[src/rtl/hazard_ctrl_pkg.sv]
// Shared definitions for the pipeline hazard/forwarding controller:
// forward-select encodings, the per-stage record type and small helpers.
package hazard_ctrl_pkg;

    localparam int AW = 5;
    localparam int TW = 2;

    // Forward-mux select encodings (shared by D-stage and E-stage selects).
    localparam logic [1:0] FWD_RF = 2'b00;
    localparam logic [1:0] FWD_E  = 2'b01;
    localparam logic [1:0] FWD_M  = 2'b10;
    localparam logic [1:0] FWD_W  = 2'b11;

    // Tuse value meaning "this instruction reads no operand".
    localparam logic [TW-1:0] TUSE_NONE = 2'b11;

    // One in-flight instruction as seen by the hazard logic.
    typedef struct packed {
        logic [AW-1:0] rs;
        logic [AW-1:0] rt;
        logic [AW-1:0] a3;
        logic          we;
        logic [TW-1:0] tnew;
    } stage_rec_t;

    // How a record's tnew field is transformed when the record loads.
    typedef enum logic [1:0] {
        TNEW_KEEP = 2'b00,
        TNEW_DEC  = 2'b01,
        TNEW_CLR  = 2'b10
    } tnew_op_e;

    localparam stage_rec_t REC_ZERO = '0;

    // Saturating decrement: the remaining-cycles count never wraps below zero.
    function automatic logic [TW-1:0] sat_dec(input logic [TW-1:0] x);
        logic [TW-1:0] res;
        if (x == {TW{1'b0}}) begin
            res = {TW{1'b0}};
        end else begin
            res = x - {{(TW-1){1'b0}}, 1'b1};
        end
        return res;
    endfunction

    // A stage produces register r when it writes r; $0 is hardwired and never produced.
    function automatic logic rec_match(input stage_rec_t rec, input logic [AW-1:0] r);
        return rec.we && (rec.a3 == r) && (r != {AW{1'b0}});
    endfunction

endpackage

[src/rtl/hazard_stage_rec.sv]
// One pipeline-stage record register (E, M or W) with async reset,
// load/hold, bubble insertion and a configurable tnew update on load.
import hazard_ctrl_pkg::*;

module hazard_stage_rec (
    input  logic       clk,
    input  logic       reset,
    input  logic       load,
    input  logic       bubble,
    input  tnew_op_e   tnew_op,
    input  stage_rec_t rec_in,
    output stage_rec_t rec_out
);

    stage_rec_t rec_d;
    stage_rec_t rec_q;

    // Next record: a bubble wins over a load; otherwise hold.
    always_comb begin
        rec_d = rec_q;
        if (bubble) begin
            rec_d = REC_ZERO;
        end else if (load) begin
            rec_d = rec_in;
            case (tnew_op)
                TNEW_KEEP: rec_d.tnew = rec_in.tnew;
                TNEW_DEC:  rec_d.tnew = sat_dec(rec_in.tnew);
                TNEW_CLR:  rec_d.tnew = {TW{1'b0}};
                default:   rec_d.tnew = rec_in.tnew;
            endcase
        end else begin
            rec_d = rec_q;
        end
    end

    // Record storage; reset clears every field immediately.
    always_ff @(posedge clk or posedge reset) begin
        if (reset) begin
            rec_q <= REC_ZERO;
        end else begin
            rec_q <= rec_d;
        end
    end

    assign rec_out = rec_q;

endmodule

[src/rtl/hazard_ctrl.sv]
// Hazard and forwarding controller for the 5-stage pipeline: tracks the
// E/M/W producers and derives stall plus D- and E-stage forward selects.
import hazard_ctrl_pkg::*;

module hazard_ctrl (
    input  logic          clk,
    input  logic          reset,
    input  logic [AW-1:0] rs_d,
    input  logic [AW-1:0] rt_d,
    input  logic          use_rs_d,
    input  logic          use_rt_d,
    input  logic [TW-1:0] tuse_d,
    input  logic [TW-1:0] tnew_d,
    input  logic          we_d,
    input  logic [AW-1:0] a3_d,
    output logic          stall,
    output logic [1:0]    fwd_rs_d,
    output logic [1:0]    fwd_rt_d,
    output logic [1:0]    fwd_rs_e,
    output logic [1:0]    fwd_rt_e
);

    stage_rec_t e_in_s;
    stage_rec_t e_rec_s;
    stage_rec_t m_rec_s;
    stage_rec_t w_rec_s;
    logic       stall_rs_s;
    logic       stall_rt_s;

    // D-stage selector: youngest ready producer wins (E, then M, then W).
    function automatic logic [1:0] fwd_sel_d(input stage_rec_t e, input stage_rec_t m,
                                             input stage_rec_t w, input logic [AW-1:0] r);
        logic [1:0] sel;
        if (rec_match(e, r) && (e.tnew == {TW{1'b0}})) begin
            sel = FWD_E;
        end else if (rec_match(m, r) && (m.tnew == {TW{1'b0}})) begin
            sel = FWD_M;
        end else if (rec_match(w, r)) begin
            sel = FWD_W;
        end else begin
            sel = FWD_RF;
        end
        return sel;
    endfunction

    // E-stage selector: only M and W can feed the ALU operands.
    function automatic logic [1:0] fwd_sel_e(input stage_rec_t m, input stage_rec_t w,
                                             input logic [AW-1:0] r);
        logic [1:0] sel;
        if (rec_match(m, r) && (m.tnew == {TW{1'b0}})) begin
            sel = FWD_M;
        end else if (rec_match(w, r)) begin
            sel = FWD_W;
        end else begin
            sel = FWD_RF;
        end
        return sel;
    endfunction

    assign e_in_s = '{rs: rs_d, rt: rt_d, a3: a3_d, we: we_d, tnew: tnew_d};

    // E record takes the D instruction (tnew already one cycle closer) or a bubble on stall.
    hazard_stage_rec u_rec_e (
        .clk     (clk),
        .reset   (reset),
        .load    (1'b1),
        .bubble  (stall),
        .tnew_op (TNEW_DEC),
        .rec_in  (e_in_s),
        .rec_out (e_rec_s)
    );

    // M record always advances from E.
    hazard_stage_rec u_rec_m (
        .clk     (clk),
        .reset   (reset),
        .load    (1'b1),
        .bubble  (1'b0),
        .tnew_op (TNEW_DEC),
        .rec_in  (e_rec_s),
        .rec_out (m_rec_s)
    );

    // W record always advances from M; every result is ready by write-back.
    hazard_stage_rec u_rec_w (
        .clk     (clk),
        .reset   (reset),
        .load    (1'b1),
        .bubble  (1'b0),
        .tnew_op (TNEW_CLR),
        .rec_in  (m_rec_s),
        .rec_out (w_rec_s)
    );

    // Stall when an operand is needed before an E or M producer has its result.
    always_comb begin
        stall_rs_s = 1'b0;
        stall_rt_s = 1'b0;
        if (use_rs_d) begin
            stall_rs_s = (rec_match(e_rec_s, rs_d) && (tuse_d < e_rec_s.tnew)) ||
                         (rec_match(m_rec_s, rs_d) && (tuse_d < m_rec_s.tnew));
        end else begin
            stall_rs_s = 1'b0;
        end
        if (use_rt_d) begin
            stall_rt_s = (rec_match(e_rec_s, rt_d) && (tuse_d < e_rec_s.tnew)) ||
                         (rec_match(m_rec_s, rt_d) && (tuse_d < m_rec_s.tnew));
        end else begin
            stall_rt_s = 1'b0;
        end
        stall = stall_rs_s || stall_rt_s;
    end

    // Forward selects for the D comparator/jr operands and the E ALU operands.
    always_comb begin
        fwd_rs_d = fwd_sel_d(e_rec_s, m_rec_s, w_rec_s, rs_d);
        fwd_rt_d = fwd_sel_d(e_rec_s, m_rec_s, w_rec_s, rt_d);
        fwd_rs_e = fwd_sel_e(m_rec_s, w_rec_s, e_rec_s.rs);
        fwd_rt_e = fwd_sel_e(m_rec_s, w_rec_s, e_rec_s.rt);
    end

    // Source fields of M/W and W's tnew are carried for completeness but not consulted.
    logic unused_rec_bits_s;
    assign unused_rec_bits_s = ^{m_rec_s.rs, m_rec_s.rt, w_rec_s.rs, w_rec_s.rt, w_rec_s.tnew};

endmodule

[config.mk]
export PLATFORM = sky130hd
export DESIGN_NAME = hazard_ctrl
export DESIGN_NICKNAME = d
export VERILOG_FILES = /design/src/rtl/hazard_ctrl_pkg.sv /design/src/rtl/hazard_stage_rec.sv /design/src/rtl/hazard_ctrl.sv
export SDC_FILE = /design/constraint.sdc
export NUM_CORES = 1
export LEC_CHECK = 0
export CORE_ASPECT_RATIO = 1.25
export CORE_MARGIN = 2
export CORE_UTILIZATION = 40
export CTS_BUF_LIST = sky130_fd_sc_hd__clkbuf_16
export CTS_CLUSTER_DIAMETER = 120
export DETAILED_ROUTE_END_ITERATION = 16
export GPL_ROUTABILITY_DRIVEN = 0
export GPL_TIMING_DRIVEN = 0
export PLACE_DENSITY = 0.67
export SLEW_MARGIN = 40
export SYNTH_ARGS = -nofsm -noshare
export SYNTH_HDL_FRONTEND = slang
export SYNTH_SLANG_ARGS = --single-unit
[constraint.sdc]
create_clock -name clk -period 5 [get_ports clk]
set_input_delay 0.5 -clock clk [delete_from_list [all_inputs] [get_ports clk]]
set_output_delay 0.5 -clock clk [all_outputs]
set_load 0.05 [all_outputs]
# Yosys cells after proc, flatten, opt, wreduce, memory -nomap -nowiden
# Index checks and enable logic that the tools add are counted.
# word_totals
ff_bits	32
latchBits	0
ram_bits	0
mem_bits_ro	0
output_inout_bits	9
word_cells	79
n_memories	0
# op_classes
add_sub_neg	2
mul	0
n_div	0
magnitude_cmp	2
n_eq_ne	10
n_shift	0
mux	15
bitwise	0
n_reduce_logical	40
# ops
operator	count
$eq A5 B5 Y1	10
$logic_and A1 B1 Y1	30
$mux W2	12
$reduce_bool A5 Y1	4
$mux W18	1
$logic_not A2 Y1	3
$lt A2 B2 Y1	2
$sub A2 B1 Y2 const B	2
$logic_or A1 B1 Y1	3
$mux W1	2

# Logic depth before layout (Yosys ltp)
# logic_depth
ltp_word	8
mapped_depth	7
ltp_nobuf	6

# Hierarchy
# From an unflattened synthesis, not the netlist that was laid out.
# unflattened
cells_unflattened	313
area_unflattened_um2	3194.3
# by_module_without_submodules
module	n_inst	cells_per_inst	area_each_um2
hazard_stage_rec	3	65	778.2
hazard_ctrl	1	118	859.6

# Worst setup path after synthesis
# OpenSTA, ideal clock, no wires.
# synth_timing
kind	input port to output port
startpoint	input port rs_d[3]
endpoint	output port stall
t_arrival_ns	2.035
required_time_ns	4.500
setup_slack_ns	2.465
stages	6
path_buffers	1
path_cell_list	or4_1 nor2_2 nor4_1 nor4_4 buf_6 inv_1
# synth_between
elab_chain_len	7
elab_cells_between_ends	12
classes_between	eq/ne: 2; mux: 1; reduce/logical: 9
# synth_lines
item	line	rtl
from (decl)	hazard_ctrl.sv:8	input logic [AW-1:0] rs_d,
$eq A5 B5 Y1	hazard_ctrl_pkg.sv:48	return rec.we && (rec.a3 == r) && (r != {AW{1'b0}});
$logic_and A1 B1 Y1 (2 in a row)	hazard_ctrl_pkg.sv:48	
$logic_and A1 B1 Y1 (on tied branches)	hazard_ctrl.sv:100, hazard_ctrl.sv:101	
$logic_or A1 B1 Y1 (*)	hazard_ctrl.sv:100	stall_rs_s = (rec_match(e_rec_s, rs_d) && (tuse_d < e_rec_s.tnew)) ||
$mux W1 (*)	hazard_ctrl.sv:99	if (use_rs_d) begin
$logic_or A1 B1 Y1 (*)	hazard_ctrl.sv:111	stall = stall_rs_s || stall_rt_s;
to (decl)	hazard_ctrl.sv:16	output logic stall,
# Every way passes the cells marked *; elsewhere a longest branch is shown, timed or not.

# Worst setup path in the final report
# layout_timing
startpoint	input port rt_d[1]
endpoint	output port stall
# layout_between
elab_chain_len	7
elab_cells_between_ends	12
classes_between	eq/ne: 2; mux: 1; reduce/logical: 9
# layout_lines
item	line	rtl
from (decl)	hazard_ctrl.sv:9	input logic [AW-1:0] rt_d,
$eq A5 B5 Y1	hazard_ctrl_pkg.sv:48	
$logic_and A1 B1 Y1 (2 in a row)	hazard_ctrl_pkg.sv:48	
$logic_and A1 B1 Y1 (on tied branches)	hazard_ctrl.sv:106, hazard_ctrl.sv:107	
$logic_or A1 B1 Y1 (*)	hazard_ctrl.sv:106	stall_rt_s = (rec_match(e_rec_s, rt_d) && (tuse_d < e_rec_s.tnew)) ||
$mux W1 (*)	hazard_ctrl.sv:105	if (use_rt_d) begin
$logic_or A1 B1 Y1 (*)	hazard_ctrl.sv:111	
# Marked as above.

==> out/qor.csv <==
stage;metric;value;unit
run_status;status;complete, no violations;
flow_run;maxCapViolations;0;
clock_tree;cts_setup_buffers;0;
power;ir_drop;201;uV
power;pwr-share-clk;0.454;
worst_setup_path;reg2reg_slack;2.87;ns
timing;whs;0.376;ns
worst_setup_path;end_kind;output port;
clock_tree;clk_pin_slew;0.05;ns
global_routing;track_usage;0.173;
yosys;yosysWarnings;0;
clock_tree;holdBufCountCts;0;
power;seqPwrFrac;0.401;
placement;dp_hpwl;2.96;mm
worst_setup_path;slowest_stage;clkdlybuf4s50_1;
power;power.density;312;nW/um^2
power;p_switching;172;uW
clock_tree;numCtsBuffers;5;
clock_tree;clockRootBuffer;clkbuf_16;
clock_tree;clock_sinks;32;
timing;maxSlewHeadroom;0.573;
yosys;synth_fp_nets;199;
global_routing;antenna_found_initial;0;
worst_setup_path;startpoint_type;input pin;
worst_setup_path;cpMostUsedCell;clkdlybuf4s50_1;
power;leakage;0.933;nW
worst_setup_path;slowest_delay;0.69;ns
yosys;syn_avg_cell_area;10.4;um^2
timing;drv_slew;0;
timing;setup_viol;0;
die;die_w;64.1;um
die;num_rows;27;
yosys;synthCells;173;
route;num_vias;1320;
clock_tree;cts_tree;built;
route;drtIter0Drc;43;
final_layout;nNetsFinal;237;
clock_tree;post_cts_resized;0;
final_layout;finalNonFillerCells;270;
route;wl;3.85;mm
timing;worst_pin_slew;0.639;ns
placement;dpl.cell_count;262;
worst_setup_path;worstPathMaxFanout;10;
timing;max_freq;256;MHz
timing;period_minus_slack;3.90;ns
worst_setup_path;path_cells;clkdlybuf4s50_1 > or4_1 > o211ai_1 > nor4_1 > nor4_4 > buf_6 > inv_1 > clkdlybuf4s50_1;
power;total_power;733;uW
final_layout;num_antenna_cells;0;
yosys;synth-seq-cells;32;
die;pin_count;33;
die;core_area;4360;um^2
timing;finalHoldViolations;0;
yosys;synth_area_leaders;dfrtp_1 44%, xnor2_1 17%, xor2_1 7.8%;
clock_tree;h-tree-depth;2;
yosys;yosysTopAreaCell;dfrtp_1;
timing;fin_crit_sh;0.780;
die;die_h;79.1;um
worst_setup_path;crit_type;input pin to output port;
route;ant_nets;0;
yosys;synth_area;1800;um^2
die;initial_core_util;0.414;
global_routing;grt.overflow.total;0;
route;drc_errors;0;
clock_tree;clk_latency;0.28;ns
placement;portBuffers;31;
route;drtPass1Iterations;4;
timing;finalClockSkew;0.00275;ns
power;p_int;561;uW
yosys;synth_cell_types;28;
yosys;ys_seq_area_frac;0.444;
timing;rsz0062_at_grt;false;
clock_tree;clockBufferDepth;2;
final_layout;area_growth;30.3;%
worst_hold_path;hold_path.class;flop to flop;
route;routed_via_density;4.89;
global_routing;grt_pass1_vias;1373;
worst_setup_path;required;4.50;ns
power;pwr-share-comb;0.144;
global_routing;grt_max_degree;33;
final_layout;drive_above_1_share;0.0660;
global_routing;grt_pass1_wl;6.42;mm
die;dieArea;5060;um^2
route;wl_per_cell;14.2;um
timing;fin_setup_tns;0;ns
yosys;synth_top_area_frac;0.444;
worst_setup_path;arrival;3.40;ns
power;switching_share;0.234;
==> synthesized netlist by cell type <==
library cell and n:
xnor2_1 34, dfrtp_1 32, and2_1 18, xor2_1 16, nor4_1 11, nand4_1 8
nor2_1 8, inv_1 6, nand2_1 4, or4_1 4, clkbuf_1 3, nand3_1 3
nor2b_1 3, or2_2 3, a21o_1 2, ha_1 2, nand2b_1 2, nor2_2 2
nor3_1 2, nor4bb_1 2, a211o_1 1, a211oi_1 1, a21oi_1 1, and3_1 1
and3b_1 1, buf_6 1, nor4_4 1, o211ai_1 1
==> cell type report <==
class | instances | area [um^2]
buffer | 4 | 22.5
clock buffer | 5 | 125
clock inverter | 3 | 37.5
fill | 393 | 2010
inverter | 6 | 22.5
multi-input combinational | 131 | 957
sequential | 32 | 801
tap | 58 | 72.6
timing repair buffer | 31 | 310
==> through the flow <==
stage / area [um^2] / worst slack [ns] / util
floorplan: 1800 / 2.47 / -
global placement: 2190 / 1.03 / 0.502
detailed placement: 2190 / 1.07 / 0.502
CTS: 2350 / 1.04 / 0.539
global route: 2350 / 0.878 / 0.539
finish: 2350 / 1.10 / 0.539
==> cell families (layout without fill, tap and decap cells) <==
kind of cell,after synthesis,count (layout),synth area share
compound gates,6,6,0.0243
xor+xnor,50,50,0.243
buf+inv,10,49,0.0250
fa+ha+maj,2,2,0.0139
flops,32,32,0.444
simple gates,73,73,0.250
==> state kept, by name, summed over array words and instances (netlist names) <==
signal           cells
u_rec_w.rec_out      6
u_rec_e.rec_out     18
u_rec_m.rec_out      8
==> metal layers <==
metal / vias up / track usage / wire length (um)
li1: 659 / - / -
met1: 612 / 0.194 / 1520
met2: 39 / 0.306 / 2020
met3: 10 / 0.0340 / 161
met4: 0 / 0.0891 / 139
met5: - / 0 / 0
==> power groups by stage <==
stage,clock network [mW],logic [mW],registers (mW)
global placement,0,0.105,0.298
CTS,0.338,0.108,0.295
detailed placement,0,0.106,0.299
finish,0.333,0.106,0.294
global route,0.350,0.117,0.297
floorplan,0,0.0692,0.293
==> worst max-delay path, delay by kind of cell <==
kind,cells,cell delay [ns]
AO/OA/AOI/OAI,1,0.29
buffers and inverters,4,1.47
AND/OR/NAND/NOR,3,1.14
==> layout by cell type, fill, tap and decap left out, types with 5 or more instances in the layout <==
cell type	n
and2_1	18
clkbuf_16	5
clkdlybuf4s50_1	31
dfrtp_1	32
inv_1	5
nand4_1	8
nor2_1	8
nor4_1	11
xnor2_1	34
xor2_1	16
==> worst paths after layout <==
path                                  endpoint                from  depth (start not counted)
setup / recovery                         stall             rt_d[1]                          8
hold / removal              u_rec_w.rec_out[5]  u_rec_m.rec_out[5]                          0
setup reg to reg           u_rec_e.rec_out[13]  u_rec_m.rec_out[7]                          6
hold reg to reg             u_rec_w.rec_out[5]  u_rec_m.rec_out[5]                          0
max in group asynchronous   u_rec_e.rec_out[9]               reset                          2
min in group asynchronous   u_rec_m.rec_out[7]               reset                          2
(Power assumes the default switching activity.)
